<file path="src/rtl/bouncing_square.sv">
// bouncing_square: pixel stage that draws one solid square, moves it once per
// frame and bounces it off the visible-area edges. Keys change the speed,
// pause/resume the motion and step the square colour. rgb and frame_tick
// are registered; rgb follows hpos/vpos/display_on with one clock of latency.
module bouncing_square #(
    parameter int HPOS_WIDTH = 10,
    parameter int VPOS_WIDTH = 10,
    parameter int SCREEN_W   = 640,
    parameter int SCREEN_H   = 480,
    parameter int SIZE       = 32,
    parameter int SPEED_MAX  = 4
) (
    input  logic                  clk,
    input  logic                  reset_n,
    input  logic                  display_on,
    input  logic [HPOS_WIDTH-1:0] hpos,
    input  logic [VPOS_WIDTH-1:0] vpos,
    input  logic [3:0]            key_sw,
    output logic [2:0]            rgb,
    output logic                  frame_tick
);

    typedef enum logic {ST_RUN = 1'b0, ST_PAUSED = 1'b1} state_t;

    // Extended widths so position + speed / position + SIZE never wrap.
    localparam int HX = HPOS_WIDTH + 1;
    localparam int VX = VPOS_WIDTH + 1;

    localparam logic [HX-1:0]         LIM_X     = HX'(SCREEN_W - SIZE);
    localparam logic [VX-1:0]         LIM_Y     = VX'(SCREEN_H - SIZE);
    localparam logic [HX-1:0]         SIZE_X    = HX'(SIZE);
    localparam logic [VX-1:0]         SIZE_Y    = VX'(SIZE);
    localparam logic [HPOS_WIDTH-1:0] X_RST     = HPOS_WIDTH'((SCREEN_W - SIZE) / 2);
    localparam logic [VPOS_WIDTH-1:0] Y_RST     = VPOS_WIDTH'((SCREEN_H - SIZE) / 2);
    localparam logic [VPOS_WIDTH-1:0] VBLANK    = VPOS_WIDTH'(SCREEN_H);
    localparam logic [3:0]            SPEED_TOP = 4'(SPEED_MAX);

    // Key synchroniser and edge history.
    logic [3:0] key_meta_q, key_sync_q, key_prev_q;
    logic [3:0] key_rise_s;

    // Control, motion and output state.
    logic [VPOS_WIDTH-1:0] vpos_prev_q;
    logic                  frame_tick_q, frame_tick_d;
    state_t                state_q, state_d;
    logic [3:0]            speed_q, speed_d;
    logic [2:0]            colour_q, colour_d;
    logic [HPOS_WIDTH-1:0] x_pos_q, x_pos_d;
    logic [VPOS_WIDTH-1:0] y_pos_q, y_pos_d;
    logic                  dir_x_neg_q, dir_x_neg_d;
    logic                  dir_y_neg_q, dir_y_neg_d;
    logic [2:0]            rgb_q, rgb_d;

    logic [HX-1:0] x_ext_s, h_ext_s, spd_x_s;
    logic [VX-1:0] y_ext_s, v_ext_s, spd_y_s;
    logic          inside_s;

    assign key_rise_s = key_sync_q & ~key_prev_q;
    assign x_ext_s    = {1'b0, x_pos_q};
    assign y_ext_s    = {1'b0, y_pos_q};
    assign h_ext_s    = {1'b0, hpos};
    assign v_ext_s    = {1'b0, vpos};
    assign spd_x_s    = HX'(speed_q);
    assign spd_y_s    = VX'(speed_q);

    assign rgb        = rgb_q;
    assign frame_tick = frame_tick_q;

    // Two-flop synchroniser for the asynchronous keys plus one flop of edge history.
    always_ff @(posedge clk) begin
        if (!reset_n) begin
            key_meta_q <= 4'd0;
            key_sync_q <= 4'd0;
            key_prev_q <= 4'd0;
        end else begin
            key_meta_q <= key_sw;
            key_sync_q <= key_meta_q;
            key_prev_q <= key_sync_q;
        end
    end

    // Frame tick on the first clock of vblank; key-driven speed, colour and run/pause.
    always_comb begin
        frame_tick_d = (vpos == VBLANK) && (vpos_prev_q != VBLANK);
        speed_d      = speed_q;
        colour_d     = colour_q;
        state_d      = state_q;

        if (key_rise_s[0] && !key_rise_s[1]) begin
            if (speed_q < SPEED_TOP) begin
                speed_d = speed_q + 4'd1;
            end else begin
                speed_d = speed_q;
            end
        end else if (key_rise_s[1] && !key_rise_s[0]) begin
            if (speed_q > 4'd1) begin
                speed_d = speed_q - 4'd1;
            end else begin
                speed_d = speed_q;
            end
        end else begin
            speed_d = speed_q;
        end

        if (key_rise_s[3]) begin
            if (colour_q == 3'b111) begin
                colour_d = 3'b001;
            end else begin
                colour_d = colour_q + 3'd1;
            end
        end else begin
            colour_d = colour_q;
        end

        if (key_rise_s[2]) begin
            case (state_q)
                ST_RUN:    state_d = ST_PAUSED;
                ST_PAUSED: state_d = ST_RUN;
                default:   state_d = ST_RUN;
            endcase
        end else begin
            state_d = state_q;
        end
    end

    // Per-frame motion with clamp-and-reverse at each edge; uses pre-toggle state.
    always_comb begin
        x_pos_d     = x_pos_q;
        y_pos_d     = y_pos_q;
        dir_x_neg_d = dir_x_neg_q;
        dir_y_neg_d = dir_y_neg_q;

        if (frame_tick_q && (state_q == ST_RUN)) begin
            if (!dir_x_neg_q) begin
                if ((x_ext_s + spd_x_s) >= LIM_X) begin
                    x_pos_d     = LIM_X[HPOS_WIDTH-1:0];
                    dir_x_neg_d = 1'b1;
                end else begin
                    x_pos_d = x_pos_q + HPOS_WIDTH'(speed_q);
                end
            end else begin
                if (x_ext_s <= spd_x_s) begin
                    x_pos_d     = {HPOS_WIDTH{1'b0}};
                    dir_x_neg_d = 1'b0;
                end else begin
                    x_pos_d = x_pos_q - HPOS_WIDTH'(speed_q);
                end
            end

            if (!dir_y_neg_q) begin
                if ((y_ext_s + spd_y_s) >= LIM_Y) begin
                    y_pos_d     = LIM_Y[VPOS_WIDTH-1:0];
                    dir_y_neg_d = 1'b1;
                end else begin
                    y_pos_d = y_pos_q + VPOS_WIDTH'(speed_q);
                end
            end else begin
                if (y_ext_s <= spd_y_s) begin
                    y_pos_d     = {VPOS_WIDTH{1'b0}};
                    dir_y_neg_d = 1'b0;
                end else begin
                    y_pos_d = y_pos_q - VPOS_WIDTH'(speed_q);
                end
            end
        end else begin
            x_pos_d     = x_pos_q;
            y_pos_d     = y_pos_q;
            dir_x_neg_d = dir_x_neg_q;
            dir_y_neg_d = dir_y_neg_q;
        end
    end

    // Pixel colour: black in blanking, square colour inside, blue background otherwise.
    always_comb begin
        inside_s = (h_ext_s >= x_ext_s) && (h_ext_s < (x_ext_s + SIZE_X)) &&
                   (v_ext_s >= y_ext_s) && (v_ext_s < (y_ext_s + SIZE_Y));
        if (!display_on) begin
            rgb_d = 3'b000;
        end else if (inside_s) begin
            rgb_d = colour_q;
        end else begin
            rgb_d = 3'b001;
        end
    end

    // State register; reset loads the centred square, speed 1, green, running.
    always_ff @(posedge clk) begin
        if (!reset_n) begin
            vpos_prev_q  <= {VPOS_WIDTH{1'b0}};
            frame_tick_q <= 1'b0;
            state_q      <= ST_RUN;
            speed_q      <= 4'd1;
            colour_q     <= 3'b010;
            x_pos_q      <= X_RST;
            y_pos_q      <= Y_RST;
            dir_x_neg_q  <= 1'b0;
            dir_y_neg_q  <= 1'b0;
            rgb_q        <= 3'b000;
        end else begin
            vpos_prev_q  <= vpos;
            frame_tick_q <= frame_tick_d;
            state_q      <= state_d;
            speed_q      <= speed_d;
            colour_q     <= colour_d;
            x_pos_q      <= x_pos_d;
            y_pos_q      <= y_pos_d;
            dir_x_neg_q  <= dir_x_neg_d;
            dir_y_neg_q  <= dir_y_neg_d;
            rgb_q        <= rgb_d;
        end
    end

endmodule
</file>
<file path="config.mk">
export PLATFORM = sky130hd
export DESIGN_NAME = bouncing_square
export DESIGN_NICKNAME = d
export VERILOG_FILES = /design/src/rtl/bouncing_square.sv
export SDC_FILE = /design/constraint.sdc
export NUM_CORES = 1
export LEC_CHECK = 0
export ABC_CLOCK_PERIOD_IN_PS = 3400
export CAP_MARGIN = 20
export CORE_AREA = 2 2 105 147
export CTS_CLUSTER_SIZE = 24
export DETAILED_ROUTE_END_ITERATION = 12
export DIE_AREA = 0 0 107 149
export DONT_BUFFER_PORTS = 1
export PLACE_DENSITY = 0.45
export SLEW_MARGIN = 20
export SYNTH_ARGS = -nofsm -noshare
export SYNTH_HDL_FRONTEND = slang
export SYNTH_SLANG_ARGS = --single-unit
</file>
<file path="constraint.sdc">
create_clock -name clk -period 3.4 [get_ports clk]
set_clock_uncertainty 0.15 [all_clocks]
set_input_delay 0.34 -clock clk [delete_from_list [all_inputs] [get_ports clk]]
set_output_delay 0.34 -clock clk [all_outputs]
set_load 0.01 [all_outputs]
</file>
# Word level (Yosys, flattened, before mapping)
# Cells that the tools add are included.
# classes
n_addsub	11
order_cmp	10
eq_ne	4
mux	19
n_bitwise	3
reduce_logical	14
# ops
op	count
$mux W10	6
$add A10 B4 Y11	2
$add A10 B6 Y11 const B	2
$lt A10 B11 Y1	2
$add A10 B4 Y10	2
$ge A10 B10 Y1	2
$le A10 B4 Y1	2
$sub A10 B4 Y10	2
$mux W4	4
$ge A11 B10 Y1 const B	1
$ge A11 B9 Y1 const B	1
$eq A10 B9 Y1 const B	1
$ne A10 B9 Y1 const B	1
$logic_and A1 B1 Y1	7
$mux W1	7
$reduce_and A3 Y1	2
$add A4 B1 Y4 const B	1
$and A4 B4 Y4	1
$gt A4 B1 Y1 const B	1
$lt A4 B3 Y1 const B	1
$not A4 Y4	1
$reduce_bool A2 Y1	2
$sub A4 B1 Y4 const B	1
$add A3 B1 Y3 const B	1
other kinds (7)	8
# word_totals
ff_bits	56
inputBits	27
output_inout_bits	4
word_cells	75

# Logic depth before layout (Yosys ltp)
# Gate-level depths: netlist (run 1).
# depth
word_depth	6
ltp_mapped	12
ltp_nobuf	11

# Worst setup path before layout (run 1)
# OpenSTA, ideal clock, no wires.
# synth_path
path_kind	register to register
start	register speed_q[1]
end	register x_pos_q[7]
setup_time_ns	0.075
arrival_time_ns	2.501
required_ns	3.175
slack_ns	0.674
path_stages_with_launch	10
path_buffers	0
synth_period_minus_slack_ns	2.726
cell_sequence	dfxtp_1 > inv_1 > ha_1 > nor2b_1 > o211ai_2 > a21oi_2 > mux2i_4 > inv_2 > or4_1 > a31oi_1
# synth_via
elab_chain_len	4
word_cells_on_any_way	8
cone_classes	add/sub (3); order compare (2); mux (3)
# synth_rtl
element	line	text
start: declaration	46	logic [3:0] speed_q, speed_d;
start signal: assignment	203	speed_q <= speed_d;
$add A10 B4 Y11	135	if ((x_ext_s + spd_x_s) >= LIM_X) begin
$ge A11 B10 Y1	135	
$mux W10	135	
$mux W10 *	134	if (!dir_x_neg_q) begin
end signal: assignment	205	x_pos_q <= x_pos_d;
end: declaration	48	logic [HPOS_WIDTH-1:0] x_pos_q, x_pos_d;
# Every way passes the cells marked *; elsewhere a longest branch is shown, timed or not.
# A chain may end at the register's enable or synchronous reset.

# Worst setup path in the final report (run 1)
# layout_path
start	register x_pos_q[5]
end	register rgb_q[0], in the netlist rgb[0]
# layout_via
elab_chain_len	6
word_cells_on_any_way	7
cone_classes	add/sub (1); order compare (2); mux (1); reduce/logical (3)
# layout_rtl
element	line	text
$add A10 B6 Y11	175	inside_s = (h_ext_s >= x_ext_s) && (h_ext_s < (x_ext_s + SIZE_X)) &&
$lt A10 B11 Y1	175	
$logic_and A1 B1 Y1 * (2 in a row)	175	
$logic_and A1 B1 Y1 *	176	(v_ext_s >= y_ext_s) && (v_ext_s < (y_ext_s + SIZE_Y));
$mux W1 *	179	end else if (inside_s) begin
end signal: assignment	209	rgb_q <= rgb_d;
end: declaration	52	logic [2:0] rgb_q, rgb_d;
# Marks and branches as above.

==> metrics.txt, run 1 <==
CTS tree built; die area 15,900 um^2; Tmin final 3.13 ns; largest net degree at the start of global routing 30; Worst R2R Setup Slack 0.27 ns; largest family of logic cells by synthesized area compound AO/OA/AOI/OAI gates; RSZ-0062 raised after global routing no; Setup crit start x_pos_q[5]; yosys warns 0; Slew headroom 44.6%; Starting DRT DRC Count 147; number of global-route vias before repair 3,793; Tcrit/Tclk final 92.0%; final non-filler cell total 704; largest fanout on the critical path 8; area of the core 14,800 um^2; placed insts 695; ys flop type dfxtp_1; Post CTS Setup Buffer Count 0; Pleak 0.00191 uW; Slowest cell on crit path dfxtp_1; max_cap viols 0; clock root buffer clkbuf_16; gr usage total 15.6%; worst setup path end rgb[0]; Nets 598; nature of the critical path endpoint flip-flop; Final setup viols 0; DRT Pass-1 Iters 4; wire per inst 17.5 um; Peak VDD IR 253 uV; Synth Cell Area 4310 um^2; Starting Density 29.1%; Startpoint Class flip-flop; fraction of the yosys area taken by sequential cells 26.0%; FP Rows 53; clk buf depth 2; GRT overflow 0; clk sink count 56; FF-to-FF End rgb[0]; Final TNS setup 0 ns; status finished clean; cts bufs inserted 5; worst-path cell chain inv_1 -> ha_1 -> inv_1 -> ha_1 -> a2111oi_0 -> or3_1 -> a21oi_1 -> o221ai_1 -> o2111ai_1 -> o211a_1; FMAX 0.320 GHz; hold path cells 1; #FFs+latches synth 56; Synth Area in Adders 18.1%; Worst-path clk slew 0.08 ns; Total Wirelength 12.3 mm; xor-xnor portion of the synthesized cell area 4.07%; global-route wire length before repair 19.5 mm; final core occ 31.6%; drt drc 0; ant diodes 0; fraction of layout cells with a size suffix above 1 6.45%; die height 149 um; RD Place Congestion 0.895; Final Max Slew Viols 0; I/O pin cnt 31; Data arrival, critical path 3.17 ns; Worst-Margin Slew 0.830 ns; fraction of synthesized area in multiplexers 1.95%; Synth Area in Compound Gates 24.9%; Synth-to-Final Area Change 8.54%; Post-synth EDFFs 0; Port Buf Inserts 0; worst skew pair latency 0.30 ns; async set-or-reset flop fraction in the synthesized netlist 0%; CP Class reg -> reg; Fillers 1,574; Syn Inst Count 517; Worst Reg-to-Reg Cells 10; Reg-to-Reg Start x_pos_q[5]; H-tree depth 2; vias per inst 5.31; Post-Synth Simple-Gate Area 19.4%; Mean Syn Cell Area 8.33 um^2; Syn Nets 604; Req. time, crit path 3.44 ns; DR vias 3,738; Unique masters post-synth 66; crit-path max cell delay 0.50 ns; Hold Path Class in -> reg; Fin. Hold Viols 0; post-route ant nets 0; antenna violations before repair 0; Die Wd 107 um; post-DP HPWL 9.34 mm; Cell Pwr Density 283 nW/um^2
through the flow:
step	hold slack, ns	setup slack [ns]	power (uW)	instance area (um^2)
2_1_floorplan	0.262	0.674	776	4310
3_3_place_gp	0.261	0.321	796	4520
3_5_place_dp	0.263	0.306	799	4520
4_1_cts	0.00353	0.274	1350	4670
5_1_grt	0.00104	0.0934	1380	4670
6_report	0.0126	0.272	1320	4670
per-layer routing:
metal	track usage, %	wire length (um)	up-vias
met2	29.7	6460	80
li1	-	-	1866
met3	2.49	463	23
met4	6.23	367	0
met1	16.9	5020	1769
met5	0	0	-
critical path, delay by kind of cell, from the launching register on:
kind            cells  cell delay [ns]
compound gates      5             1.33
fa+ha+maj           2             0.62
buf+inv             2             0.24
flops               1             0.50
simple gates        1             0.17
area by class of cell:
type                    count  area, um^2  share of cell area, %
multi-input cells         400        2950                   63.0
flip-flops and latches     56        1120                   24.0
well taps                 192         240                   5.14
inverters                  38         143                   3.05
clock buffers               5         125                   2.68
repair buffers             10        77.6                   1.66
clock inverters             3        21.3                  0.455
how the worst min path moves through the flow:
stage	start	endpoint	slack [ns]
6_report	reset_n	vpos_prev_q[8]	0.01
5_1_grt	reset_n	vpos_prev_q[8]	0.001
4_1_cts	reset_n	vpos_prev_q[8]	0.004
2_1_floorplan	key_meta_q[0]	key_sync_q[0]	0.26
3_5_place_dp	reset_n	speed_q[0]	0.26
3_3_place_gp	reset_n	colour_q[1]	0.26
registers in the layout, summed over array words and instances (netlist names):
| register | flops |
|---|---|
| key_prev_q | 4 |
| speed_q | 4 |
| dir_y_neg_q | 1 |
| vpos_prev_q | 10 |
| colour_q | 3 |
| y_pos_q | 10 |
| key_sync_q | 4 |
| frame_tick | 1 |
| dir_x_neg_q | 1 |
| x_pos_q | 10 |
| key_meta_q | 4 |
| rgb | 3 |
| state_q | 1 |
synth_stat cells (3+ instances only):
cell type   n  share of area, %
nor4_1      3              0.44
o211ai_1    8               1.4
o2111ai_1   6               1.2
nor3_1      9               1.0
fa_1        4               1.9
nor2b_1    13               1.9
dfxtp_1    56                26
a21oi_2     3              0.61
a21oi_1    36               4.2
clkbuf_1   17               1.5
a41o_1      3              0.70
o21ai_1     4              0.46
nor2_1     36               3.1
xnor2_1    19               3.9
inv_1      37               3.2
nand4_1    10               1.5
and2_1     21               3.1
nand2_1    25               2.2
buf_2       5              0.58
and3_1      5              0.73
a211o_1     4              0.81
and4_1      3              0.61
ha_1       56                16
nand2b_1    9               1.3
mux2i_1     5               1.2
o21a_1      5              0.87
a21o_1     11               1.9
nand3_1    11               1.3
a211oi_1    7               1.2
a31oi_1     9               1.3
a221oi_1    4              0.81
o21ai_0    26               3.0
a221o_1     3              0.70
power by group:
group,total (uW),internal [uW],switching (uW)
sequential,682,672,10.3
combinational,104,49.1,55.2
clock,534,275,259
cells in the final DEF (no fill, tap or decap), drive strengths merged, types with 4 or more instances in the layout:
| master | n |
|---|---|
| ha | 56 |
| dfxtp | 56 |
| inv | 39 |
| a21oi | 39 |
| nor2 | 36 |
| o21ai | 31 |
| nand2 | 25 |
| and2 | 21 |
| xnor2 | 19 |
| nor2b | 14 |
| nand3 | 11 |
| a21o | 11 |
| nand4 | 10 |
| o211ai | 10 |
| nand2b | 9 |
| nor3 | 9 |
| a31oi | 9 |
| buf | 9 |
| a211oi | 7 |
| o2111ai | 6 |
| mux2i | 6 |
| and3 | 5 |
| o21a | 5 |
| clkbuf | 5 |
| a221oi | 5 |
| a211o | 4 |
| fa | 4 |
what timing repair did:
item | CTS | global route
hold endpoints to repair | 6 | 0
hold buffers | 1 | 0
gates resized for setup | 0 | 0
cell families after synthesis:
logic type | count (synthesis)
AND/OR/NAND/NOR | 158
multiplexers | 7
XOR/XNOR | 20
adder cells (fa/ha/maj) | 60
flip-flops | 56
AO/OA/AOI/OAI | 155
buffers and inverters | 61
(Power assumes the default switching activity.)
==> inputs of run 2 (changes only) <==
--- a/config.mk
+++ b/config.mk
@@ -6,13 +6,14 @@
 export NUM_CORES = 1
 export LEC_CHECK = 0
 export ABC_CLOCK_PERIOD_IN_PS = 3400
-export CAP_MARGIN = 20
+export CELL_PAD_IN_SITES_DETAIL_PLACEMENT = 1
+export CELL_PAD_IN_SITES_GLOBAL_PLACEMENT = 2
 export CORE_AREA = 2 2 105 147
 export CTS_CLUSTER_SIZE = 24
 export DETAILED_ROUTE_END_ITERATION = 12
 export DIE_AREA = 0 0 107 149
 export DONT_BUFFER_PORTS = 1
-export PLACE_DENSITY = 0.45
+export PLACE_DENSITY = 0.65
 export SLEW_MARGIN = 20
 export SYNTH_ARGS = -nofsm -noshare
 export SYNTH_HDL_FRONTEND = slang
==> metrics.txt, run 2 (synthesis gave the netlist of run 1 again) <==
RSZ-0062 raised after global routing no; power share of the combinational group 8.5% (+0.6 points); max_cap viols 0 (unchanged); met2 usage 34.0% (+4.3 points); worst skew pair latency 0.31 ns (about the same); ant diodes 0 (unchanged); Fin. Hold Viols 0 (unchanged); DR vias 3,878 (+3.7%); largest net degree at the start of global routing 24 (-20%); Largest regs vpos_prev_q x10, x_pos_q x10, y_pos_q x10; post-route ant nets 0 (unchanged); CTS tree built; met1 usage 19.0% (+2.1 points); GRT overflow 0 (unchanged); drt drc 0 (unchanged); Hold Path Class in -> reg; Tmin final 3.08 ns (-0.0427 ns); antenna violations before repair 0 (unchanged); vias per inst 5.41 (+1.9%); switch share 26.5% (+2.0 points); Pint 1010 uW (+1.6%); Final TNS setup 0 ns (unchanged); area of the core 14,800 um^2 (unchanged); fraction of layout cells with a size suffix above 1 7.62% (+1.2 points); Slew headroom 47.5% (+2.8 points); met3 Usage GRT 2.05% (-0.44 points); global-route wire length before repair 21.5 mm (+11%); Reg power frac 49.4% (-2.2 points); Die Wd 107 um (unchanged); Port Buf Inserts 0 (unchanged); FMAX 0.324 GHz (+1.4%); largest fanout on the critical path 6 (-2); DRT Pass-1 Iters 4 (unchanged); nature of the critical path endpoint flip-flop; hold buffers post-CTS 3 (+2); I/O pin cnt 31 (unchanged); post-DP HPWL 10.4 mm (+11%); minimum hold slack 0.00143 ns (-0.0112 ns); placed insts 702 (+1.0%); commonest non-fill, non-tap cells in the layout 56 x ha_1, 56 x dfxtp_1, 37 x inv_1, 36 x nor2_1, 36 x a21oi_1; Post CTS Setup Buffer Count 0 (unchanged); FP Rows 53 (unchanged); Req. time, crit path 3.47 ns (+0.03 ns); number of global-route vias before repair 4,216 (+11%); clock network fraction of design power 42.0% (+1.5 points); footprint of the multi-input gates 2950 um^2 (unchanged); Total Power 1380 uW (+4.4%); Cell Pwr Density 288 nW/um^2 (+1.8%); final non-filler cell total 717 (+1.8%); gr usage total 17.3% (+1.7 points); Fillers 1,757 (+12%); Nets 611 (+2.2%); Tcrit/Tclk final 90.7% (-1.3 points); Worst-path clk slew 0.09 ns (about the same); setup ws final 0.315 ns (+0.0427 ns); wire per inst 18.9 um (+8.0%); Pleak 0.00197 uW (+3.2%); Setup WS pre-CTS 0.283 ns (-0.0225 ns); die area 15,900 um^2 (unchanged); Synth-to-Final Area Change 11.3%; register area 1120 um^2 (unchanged); Starting DRT DRC Count 134 (-8.8%); Final setup viols 0 (unchanged); post-CTS sizing 0 (unchanged); RD Place Congestion 0.862 (-3.7%); Total Wirelength 13.5 mm (+10%); clk buf depth 2 (unchanged); Final Max Slew Viols 0 (unchanged); die height 149 um (unchanged); clock root buffer clkbuf_16; status finished clean; CP Class reg -> reg; clk sink count 56 (unchanged); cts bufs inserted 5 (unchanged); Most Crowded Layer GR met2; sw power 366 uW (+13%); Data arrival, critical path 3.15 ns (-0.02 ns); Peak VDD IR 241 uV (-4.8%); Worst-Margin Slew 0.788 ns (-0.0418 ns); Starting Density 29.1% (unchanged); Startpoint Class flip-flop; H-tree depth 2 (unchanged)
-- run 2: cell type report --
cell class	count	share of cell area [%]
multi-input cells	400	61.4
clock buffers	5	2.61
well taps	192	5.01
flip-flops and latches	56	23.4
clock inverters	3	0.600
inverters	38	2.98
repair buffers	23	3.97
-- run 2: layer usage --
metal | up-vias | share of wire [%]
li1 | 1877 | -
met1 | 1924 | 41
met2 | 61 | 55
met3 | 16 | 2.3
met4 | 0 | 2.1
met5 | - | 0
-- run 2: metrics by stage --
stage	utilization, %	cell area (um^2)
detailed placement	30.9	4570
CTS	32.1	4750
floorplan	-	4310
global placement	30.9	4570
global route	32.4	4790
finish	32.4	4790
-- run 2: critical path, stage by stage (launching register included) --
cell       delay (ns)
dfxtp_1          0.46
inv_1            0.16
ha_1             0.41
inv_1            0.12
o2111ai_1        0.22
a21oi_1          0.30
mux2i_1          0.41
o211a_1          0.39
nand3_1          0.12
a221oi_1         0.26
-- run 2: power by group through the flow --
stage	logic (uW)	registers, uW	clock network, uW
2_1_floorplan	83.5	693	0
3_3_place_gp	104	696	0
3_5_place_dp	109	697	0
4_1_cts	116	682	590
5_1_grt	134	684	619
6_report	118	681	580
-- run 2: path summary, 6_finish.rpt --
path | startpoint | slack [ns] | cells past startpoint | to
worst min-delay path | reset_n | 0.001 | 1 | key_meta_q[2]
worst min register to register | key_meta_q[2] | 0.29 | 1 | key_sync_q[2]
worst max register to register | speed_q[2] | 0.32 | 9 | y_pos_q[3]
worst max-delay path | speed_q[2] | 0.32 | 9 | y_pos_q[3]
==> inputs of run 3 (changes only) <==
--- a/config.mk
+++ b/config.mk
@@ -6,14 +6,14 @@
 export NUM_CORES = 1
 export LEC_CHECK = 0
 export ABC_CLOCK_PERIOD_IN_PS = 3400
+export BUFFER_PORTS_ARGS = -buffer_cell sky130_fd_sc_hd__buf_2
 export CELL_PAD_IN_SITES_DETAIL_PLACEMENT = 1
 export CELL_PAD_IN_SITES_GLOBAL_PLACEMENT = 2
 export CORE_AREA = 2 2 105 147
 export CTS_CLUSTER_SIZE = 24
 export DETAILED_ROUTE_END_ITERATION = 12
 export DIE_AREA = 0 0 107 149
-export DONT_BUFFER_PORTS = 1
-export PLACE_DENSITY = 0.65
+export PLACE_DENSITY = 0.68
 export SLEW_MARGIN = 20
 export SYNTH_ARGS = -nofsm -noshare
 export SYNTH_HDL_FRONTEND = slang
==> metrics.txt, run 3 (synthesis gave the netlist of run 1 again) <==
Data arrival, critical path 3.12 ns (-0.03 ns); Die Wd 107 um (unchanged); Slowest cell on crit path dfxtp_1; hold buffers post-CTS 0 (-3); Pint 1020 uW (+0.54%); I/O pin cnt 31 (unchanged); placed insts 729 (+3.8%); vias per inst 5.30 (-2.1%); CTS tree built; Peak VDD IR 225 uV (-6.8%); Pleak 0.00206 uW (+4.2%); Worst-path clk slew 0.08 ns (about the same); Fin. Hold Viols 0 (unchanged); H-tree depth 2 (unchanged); post-route ant nets 0 (unchanged); final non-filler cell total 737 (+2.8%); Startpoint Class flip-flop; area of the core 14,800 um^2 (unchanged); Reg power frac 49.2% (-0.2 points); wire per inst 17.5 um (-7.1%); Largest regs vpos_prev_q x10, x_pos_q x10, y_pos_q x10; CP Class reg -> reg; Tmin final 3.05 ns (-0.0301 ns); crit-path max cell delay 0.46 ns (about the same); Worst-Margin Slew 0.841 ns (+0.0537 ns); critical path's most frequent cell inv_1; RSZ-0062 raised after global routing no; sw power 366 uW (about the same); ant diodes 0 (unchanged); switch share 26.4% (-0.11 points); Worst Reg-to-Reg Cells 9 (unchanged); Synth-to-Final Area Change 12.7%; nature of the critical path endpoint flip-flop; worst skew pair latency 0.31 ns (about the same); Starting DRT DRC Count 135 (+0.75%); clock root buffer clkbuf_16; Final TNS setup 0 ns (unchanged); DR vias 3,903 (+0.64%); number of global-route vias before repair 4,174 (-1.0%); post-DP HPWL 10.2 mm (-2.0%); largest net degree at the start of global routing 34 (+42%); drt drc 0 (unchanged); clk sink count 56 (unchanged); DRT Pass-1 Iters 4 (unchanged); GRT overflow 0 (unchanged); max_cap viols 0 (unchanged); gr usage total 16.9% (-0.43 points); Final setup viols 0 (unchanged); power share of the combinational group 9.7% (+1.2 points); post-CTS sizing 0 (unchanged); antenna violations before repair 0 (unchanged); Req. time, crit path 3.46 ns (about the same); status finished clean; Setup WS pre-CTS 0.355 ns (+0.0715 ns); Slew headroom 43.9% (-3.6 points); commonest non-fill, non-tap cells in the layout 56 x ha_1, 56 x dfxtp_1, 37 x inv_1, 36 x nor2_1, 36 x a21oi_1; cts bufs inserted 5 (unchanged); RD Place Congestion 0.831 (-3.6%); fraction of layout cells with a size suffix above 1 12.3% (+4.7 points); Total Wirelength 12.9 mm (-4.5%); global-route wire length before repair 21.2 mm (-1.7%); Nets 631 (+3.3%); setup ws final 0.345 ns (+0.0301 ns); FMAX 0.327 GHz (+0.99%); Tcrit/Tclk final 89.8% (-0.89 points); FP Rows 53 (unchanged); largest fanout on the critical path 6 (unchanged); Starting Density 29.1% (unchanged); Port Buf Inserts 30 (+30); Post-Layout Inst Area 4850 um^2 (+1.2%); Post CTS Setup Buffer Count 0 (unchanged); die area 15,900 um^2 (unchanged); Final Max Slew Viols 0 (unchanged); die height 149 um (unchanged); clk buf depth 2 (unchanged); Hold Path Class in -> reg; Area after DPL 4700 um^2 (+2.8%); worst-path cell chain inv_1 -> ha_1 -> inv_1 -> o2111ai_1 -> a21oi_1 -> mux2i_1 -> o211a_1 -> nand3_1 -> a221oi_1; clock network fraction of design power 41.0% (-1.0 points); Cell Pwr Density 285 nW/um^2 (-0.80%); hold path cells 2 (+1)
-- run 3: power groups by stage --
stage	Clock (uW)	Sequential, uW	Combinational, uW
finish	568	681	135
global route	617	683	153
CTS	596	682	138
detailed placement	0	697	137
global placement	0	696	132
floorplan	0	693	83.5
-- run 3: routing by layer --
layer,wire length (um),vias up,GRT usage (%),part of all wire [%]
li1,-,1923,-,-
met1,5220,1903,18.1,40
met2,7150,59,33.5,55
met3,259,18,1.83,2.0
met4,306,0,5.78,2.4
met5,0,-,0,0
-- run 3: area by class of cell --
class	instances	area [um^2]
multi-input cells	400	2950
fillers	1806	9940
inverters	38	143
clock buffers	5	125
repair buffers	43	248
clock inverters	3	28.8
well taps	192	240
flip-flops and latches	56	1120
-- run 3: worst max-delay path: cells and delay by family, from the launching register on --
family          cells  cell delay [ns]
buf+inv             2             0.28
flops               1             0.46
fa+ha+maj           1             0.41
simple gates        1             0.12
compound gates      4             1.15
mux                 1             0.38
-- run 3: through the flow --
step                      hold slack, ns  power [uW]  utilization (%)
after floorplan                    0.262         776                -
after global placement             0.264         828             31.8
after detailed placement           0.274         834             31.8
after CTS                         0.0829        1420             32.8
after global routing              0.0879        1450             32.8
final                             0.0888        1380             32.8
-- run 3: path summary, 6_finish.rpt --
check / start / slack [ns] / to
min: key_sw[3] / 0.09 / key_meta_q[3]
max reg2reg: speed_q[2] / 0.35 / y_pos_q[3]
min reg2reg: key_meta_q[0] / 0.29 / key_sync_q[0]
max: speed_q[2] / 0.35 / y_pos_q[3]
